[src/rtl/id_ex_stage.sv]
// ID/EX pipeline register: single-entry valid/ready holding stage that feeds the ALU.
// Build macro ID_EX_FORWARD_EN selects MEM/WB forwarding with operand refresh; without it a RAW interlock stalls decode.
package id_ex_pkg;
    typedef enum logic [3:0] {
        OP_ADD  = 4'd0,
        OP_SUB  = 4'd1,
        OP_AND  = 4'd2,
        OP_OR   = 4'd3,
        OP_XOR  = 4'd4,
        OP_SLL  = 4'd5,
        OP_SRL  = 4'd6,
        OP_SRA  = 4'd7,
        OP_SLT  = 4'd8,
        OP_SLTU = 4'd9
    } aluOperation_t;
endpackage

module id_ex_stage #(
    parameter int DATA_WIDTH_POW = 6,
    parameter int DATA_WIDTH     = 32'd1 << DATA_WIDTH_POW,
    parameter int REG_ADDR_WIDTH = 5
) (
    input  logic                          clk_in,
    input  logic                          rst_in,
    input  logic                          idValid_in,
    output logic                          idReady_out,
    input  logic [REG_ADDR_WIDTH-1:0]     rs1Addr_in,
    input  logic [REG_ADDR_WIDTH-1:0]     rs2Addr_in,
    input  logic [DATA_WIDTH-1:0]         rs1Data_in,
    input  logic [DATA_WIDTH-1:0]         rs2Data_in,
    input  logic [DATA_WIDTH-1:0]         imm_in,
    input  logic                          aluSrc_in,
    input  id_ex_pkg::aluOperation_t      aluOp_in,
    input  logic [REG_ADDR_WIDTH-1:0]     rdAddr_in,
    input  logic                          regWrite_in,
    input  logic                          flush_in,
    input  logic                          exReady_in,
    input  logic                          memRegWrite_in,
    input  logic [REG_ADDR_WIDTH-1:0]     memRdAddr_in,
    input  logic [DATA_WIDTH-1:0]         memResult_in,
    input  logic                          wbRegWrite_in,
    input  logic [REG_ADDR_WIDTH-1:0]     wbRdAddr_in,
    input  logic [DATA_WIDTH-1:0]         wbResult_in,
    output logic                          exValid_out,
    output logic [DATA_WIDTH-1:0]         operand1_out,
    output logic [DATA_WIDTH-1:0]         operand2_out,
    output id_ex_pkg::aluOperation_t      aluOp_out,
    output logic [REG_ADDR_WIDTH-1:0]     rdAddr_out,
    output logic                          regWrite_out,
    output logic                          hazardStall_out
);
    import id_ex_pkg::*;

    logic                      valid_r;
    logic [REG_ADDR_WIDTH-1:0] rs1_addr_r;
    logic [REG_ADDR_WIDTH-1:0] rs2_addr_r;
    logic [DATA_WIDTH-1:0]     rs1_data_r;
    logic [DATA_WIDTH-1:0]     rs2_data_r;
    logic [DATA_WIDTH-1:0]     imm_r;
    logic                      alu_src_r;
    aluOperation_t             alu_op_r;
    logic [REG_ADDR_WIDTH-1:0] rd_addr_r;
    logic                      reg_write_r;
    logic                      hazard_s;
    logic                      capture_s;

    // A producer matches a source only when it writes that register and it is not x0.
    function automatic logic fwd_hit(input logic                      we,
                                     input logic [REG_ADDR_WIDTH-1:0] rd,
                                     input logic [REG_ADDR_WIDTH-1:0] rs);
        return we && (rd == rs) && (rs != {REG_ADDR_WIDTH{1'b0}});
    endfunction

    assign idReady_out     = (!valid_r || exReady_in) && !flush_in && !hazard_s;
    assign capture_s       = idValid_in && idReady_out;
    assign hazardStall_out = hazard_s;
    assign exValid_out     = valid_r;
    assign aluOp_out       = alu_op_r;
    assign rdAddr_out      = rd_addr_r;
    assign regWrite_out    = reg_write_r && valid_r;

`ifdef ID_EX_FORWARD_EN
    logic [DATA_WIDTH-1:0] rs2_fwd_s;

    assign hazard_s = 1'b0;

    // Operand muxes: MEM result beats WB result beats the stored register data.
    always_comb begin
        operand1_out = rs1_data_r;
        rs2_fwd_s    = rs2_data_r;
        if (fwd_hit(memRegWrite_in, memRdAddr_in, rs1_addr_r)) begin
            operand1_out = memResult_in;
        end else if (fwd_hit(wbRegWrite_in, wbRdAddr_in, rs1_addr_r)) begin
            operand1_out = wbResult_in;
        end else begin
            operand1_out = rs1_data_r;
        end
        if (fwd_hit(memRegWrite_in, memRdAddr_in, rs2_addr_r)) begin
            rs2_fwd_s = memResult_in;
        end else if (fwd_hit(wbRegWrite_in, wbRdAddr_in, rs2_addr_r)) begin
            rs2_fwd_s = wbResult_in;
        end else begin
            rs2_fwd_s = rs2_data_r;
        end
        operand2_out = alu_src_r ? imm_r : rs2_fwd_s;
    end
`else
    logic rs1_busy_s;
    logic rs2_busy_s;
    logic unused_s;

    assign rs1_busy_s = fwd_hit(regWrite_out, rd_addr_r, rs1Addr_in)
                      || fwd_hit(memRegWrite_in, memRdAddr_in, rs1Addr_in)
                      || fwd_hit(wbRegWrite_in, wbRdAddr_in, rs1Addr_in);
    assign rs2_busy_s = fwd_hit(regWrite_out, rd_addr_r, rs2Addr_in)
                      || fwd_hit(memRegWrite_in, memRdAddr_in, rs2Addr_in)
                      || fwd_hit(wbRegWrite_in, wbRdAddr_in, rs2Addr_in);
    assign hazard_s   = idValid_in && (rs1_busy_s || rs2_busy_s);

    // Results and stored source indices only matter when forwarding is built in.
    assign unused_s     = ^{memResult_in, wbResult_in, rs1_addr_r, rs2_addr_r};
    assign operand1_out = rs1_data_r;
    assign operand2_out = alu_src_r ? imm_r : rs2_data_r;
`endif

    // Entry register: reset, flush, capture, release, then WB refresh while stalled.
    always_ff @(posedge clk_in) begin
        if (rst_in) begin
            valid_r     <= 1'b0;
            rs1_addr_r  <= {REG_ADDR_WIDTH{1'b0}};
            rs2_addr_r  <= {REG_ADDR_WIDTH{1'b0}};
            rs1_data_r  <= {DATA_WIDTH{1'b0}};
            rs2_data_r  <= {DATA_WIDTH{1'b0}};
            imm_r       <= {DATA_WIDTH{1'b0}};
            alu_src_r   <= 1'b0;
            alu_op_r    <= OP_ADD;
            rd_addr_r   <= {REG_ADDR_WIDTH{1'b0}};
            reg_write_r <= 1'b0;
        end else if (flush_in) begin
            valid_r <= 1'b0;
        end else if (capture_s) begin
            valid_r     <= 1'b1;
            rs1_addr_r  <= rs1Addr_in;
            rs2_addr_r  <= rs2Addr_in;
            rs1_data_r  <= rs1Data_in;
            rs2_data_r  <= rs2Data_in;
            imm_r       <= imm_in;
            alu_src_r   <= aluSrc_in;
            alu_op_r    <= aluOp_in;
            rd_addr_r   <= rdAddr_in;
            reg_write_r <= regWrite_in;
        end else if (valid_r && exReady_in) begin
            valid_r <= 1'b0;
`ifdef ID_EX_FORWARD_EN
        end else if (valid_r) begin
            // Latch WB results so they survive the producer retiring mid-stall.
            if (fwd_hit(wbRegWrite_in, wbRdAddr_in, rs1_addr_r)) begin
                rs1_data_r <= wbResult_in;
            end
            if (fwd_hit(wbRegWrite_in, wbRdAddr_in, rs2_addr_r)) begin
                rs2_data_r <= wbResult_in;
            end
`endif
        end
    end

endmodule
[config.mk]
export PLATFORM = sky130hd
export DESIGN_NAME = id_ex_stage
export DESIGN_NICKNAME = d
export VERILOG_FILES = /design/src/rtl/id_ex_stage.sv
export SDC_FILE = /design/constraint.sdc
export NUM_CORES = 1
export LEC_CHECK = 0
export ABC_AREA = 1
export BUFFER_PORTS_ARGS = -buffer_cell sky130_fd_sc_hd__buf_2
export CAP_MARGIN = 10
export CORE_AREA = 5 5 189 191
export CTS_CLUSTER_SIZE = 24
export DETAILED_ROUTE_END_ITERATION = 16
export DIE_AREA = 0 0 194 196
export GPL_ROUTABILITY_DRIVEN = 0
export HOLD_SLACK_MARGIN = 0.15
export SYNTH_ARGS = -nofsm -noshare
export SYNTH_HDL_FRONTEND = slang
export SYNTH_SLANG_ARGS = --single-unit
[constraint.sdc]
create_clock -name clk_in -period 1.38 [get_ports clk_in]
set_input_delay 0.276 -clock clk_in [delete_from_list [all_inputs] [get_ports clk_in]]
set_output_delay 0.276 -clock clk_in [all_outputs]
set_load 0.02 [all_outputs]
==> summary.txt <==
Outcome
  – Status: finished with violations
  – Violated checks: setup timing

Global route
  – First-pass GRT wire length: 63.3 mm
  – Initial antenna violation count: 2
  – GRT overflow: 0
  – Largest net degree at the start of global routing: 52
  – Vias in the first global route: 12263
  – GRT Total Usage: 0.199

Cells and area
  – Syn-to-layout area delta: 111%
  – Nets: 2630
  – Storage cell area: 4120 um2
  – Total of fill cells in the finished design: 2574
  – Share of cells above drive strength 1: 0.450
  – Layout Cells excl Fill: 2745
  – Area of the multi-input gates: 6280 um2

Critical path
  – CP startpoint kind: flop
  – Reg-to-Reg Start: rdAddr_out[3]$_SDFFE_PP0P_
  – Kind of critical path: reg2out
  – R2R depth: 17
  – Reg2reg setup slack: -780 ps
  – Crit Path Max Fanout: 3
  – WP data arrival: 1910 ps
  – Crit end category: output pin
  – WP data required: 1100 ps
  – Worst R2R End: imm_r[23]$_SDFFE_PP0P_
  – Critical Path Sink: idReady_out
  – Crit path launch: rdAddr_out[4]$_SDFFE_PP0P_

Placed design
  – Placement Setup Slack: -644 ps
  – # port buffers: 370
  – Placed insts: 2376
  – Final HPWL DP: 23.1 mm

STA
  – Fin crit share: 1.58
  – Slew HR: 0.823
  – Max Clock Freq: 458 MHz
  – Hold Fails Final Rpt: 0
  – Final Max Slew Viols: 0
  – Final worst slack: -804 ps
  – Slew at the pin with the worst max-slew slack: 266 ps
  – RSZ-0062 raised after global routing: yes
  – Hold Slack: 495 ps
  – Final Setup Violations: 275
  – Clk_skew: 15.1 ps
  – Min cycle time layout: 2180 ps

Yosys
  – Sequential-to-total area share from yosys stat: 0.428
  – Yosys cell types: 21
  – Syn_area_per_cell: 6.08 um2
  – Most common cell in the netlist: nand2_1
  – Cell taking the most area after synthesis: dfxtp_1
  – Syn_nets: 1928
  – Ys Warns: 0
  – Post-synth top cells: nand2_1 (537), nor2_1 (429), inv_1 (217)
  – Synth top area share: 0.428
  – Top FF cell, synth: dfxtp_1
  – Seq cells post-synth: 204
  – Post-synth EDFFs: 0
  – Mapped cell area: 9550 um2
  – Async SR Flop Fraction: 0
  – Gate Count Post-Synth: 1570
  – Top cells by area, synth: dfxtp_1 (43%), nand2_1 (21%), nor2_1 (17%), inv_1 (8.5%), o21ai_0 (3.6%)

Die
  – Die area: 38000 um2
  – CORE AREA: 33900 um2
  – Num ports: 499
  – # rows: 68
  – Initial Util: 0.281
  – Die X: 194 um
  – Die Span Y: 196 um

Detailed routing
  – DRT iter0 DRCs: 540
  – Routed via count: 12657
  – Via/cell ratio: 4.61
  – WL/cell: 17.5 um
  – Pre-antenna DRT Iters: 6
  – DRT antenna net count: 0
  – DRC viols: 0
  – Routed WL: 47.9 mm

Power
  – Overall Power: 19.7 mW
  – Leak: 10.4 nW
  – Clock network fraction of total power: 0.342
  – Pwr Density: 978 nW/um2
  – Switch Pwr: 6.16 mW
  – Sequential share of power: 0.339
  – Combinational power share: 0.318
  – Int Power: 13.6 mW
  – VDD IR max: 1000 uV
  – Sw Share: 0.312

Clocking
  – Max Root-Sink Buffers: 3
  – CTS tree: done
  – Clock root buffer: clkbuf_16
  – Clk_lat worst skew: 530 ps
  – Htree depth: 1
  – Sink Count: 204
  – Worst-path clk slew: 60 ps
  – Clock buffer count from CTS: 25

Min path
  – HP Class: in2reg

Job
  – MaxCap Viol Count: 0
-- area by class of cell --
cell class,count,share of cell area
repair buffers,756,0.372
multi-input cells,1058,0.312
flip-flops and latches,204,0.204
inverters,227,0.0429
clock buffers,36,0.0351
well taps,455,0.0282
clock inverters,7,0.00577
diodes,2,0.000248
-- critical path: stages, from the launching register on --
cell and delay [ps]:
dfxtp_2 330, buf_6 120, nand2_4 40, nand2_1 60, nor2_1 110, nand3_1 90
nand3_2 80, nand2_2 60, buf_6 120, a21boi_4 160, nor3_2 60, buf_4 160
-- repair_timing --
action,4_1_cts,5_1_grt
hold endpoints to repair,204,0
setup endpoints to repair,281,287
setup buffers,51,30
pin swaps,70,103
gates resized for setup,421,528
cloned,32,26
hold buffers,206,0
-- placed cells by master, fill, tap and decap left out, types with 3 or more instances in the layout --
cell type / Yosys / final
nand2_1: 537 / 344
buf_2: 18 / 289
nor2_1: 429 / 277
inv_1: 217 / 212
dlygate4sd3_1: 0 / 206
dfxtp_1: 204 / 191
nand2_2: 0 / 127
buf_6: 21 / 88
nor2_2: 0 / 85
nor2_4: 0 / 67
nand2_4: 0 / 66
buf_4: 5 / 58
o21ai_4: 0 / 52
clkbuf_16: 0 / 46
buf_12: 1 / 44
buf_16: 0 / 32
buf_8: 0 / 18
o21ai_2: 0 / 12
inv_2: 9 / 11
nand3_1: 10 / 8
o21ai_1: 6 / 7
clkbuf_1: 35 / 7
dfxtp_2: 0 / 7
dfxtp_4: 0 / 6
clkbuf_8: 0 / 4
inv_4: 0 / 3
o21ai_0: 68 / 3
bufinv_16: 0 / 3
-- how the worst min path moves through the flow --
stage,start,endpoint,depth (start not counted)
after floorplan,rdAddr_in[1],rdAddr_out[1]$_SDFFE_PP0P_,2
after global placement,rs1Data_in[54],operand1_out[54]$_SDFFE_PP0P_,3
after detailed placement,rs1Data_in[62],operand1_out[62]$_SDFFE_PP0P_,3
after CTS,rs1Data_in[44],operand1_out[44]$_SDFFE_PP0P_,4
after global routing,rs1Data_in[16],operand1_out[16]$_SDFFE_PP0P_,4
final,rs1Data_in[16],operand1_out[16]$_SDFFE_PP0P_,4
-- power by group through the flow --
stage / combinational [mW] / clock (mW) / sequential [mW]
2_1_floorplan: 1.83 / 0 / 6.87
3_3_place_gp: 3.16 / 0 / 6.69
3_5_place_dp: 3.20 / 0 / 6.71
4_1_cts: 4.99 / 6.88 / 6.62
5_1_grt: 6.66 / 7.14 / 6.72
6_report: 6.27 / 6.75 / 6.69
-- metal layers --
layer  track usage  part of all wire  routed length (um)
met5             0                 0                   0
met4        0.0865             0.056                2680
met3        0.0524             0.070                3350
met2         0.345              0.50               24200
met1         0.232              0.37               17700
-- flip-flops by register name, indices dropped and copies added, names as in the netlist --
name / count
aluOp_out: 4
imm_r: 64
rdAddr_out: 5
exValid_out: 1
rs2_data_r: 64
operand1_out: 64
alu_src_r: 1
reg_write_r: 1
-- per-stage QoR --
stage	TNS [ps]	area (um2)	utilization
floorplan	-39520	9700	-
global placement	-103890	12200	0.359
detailed placement	-107120	12200	0.359
CTS	-147180	17800	0.523
global route	-190240	20200	0.594
finish	-161140	20200	0.594
-- kinds of logic after synthesis --
family	Yosys count	share of synthesized area
and+or+nand+nor	981	0.388
buffers and inverters	308	0.144
DFF	204	0.428
AOI/OAI and AO/OA	77	0.0409
(Power assumes the default switching activity.)
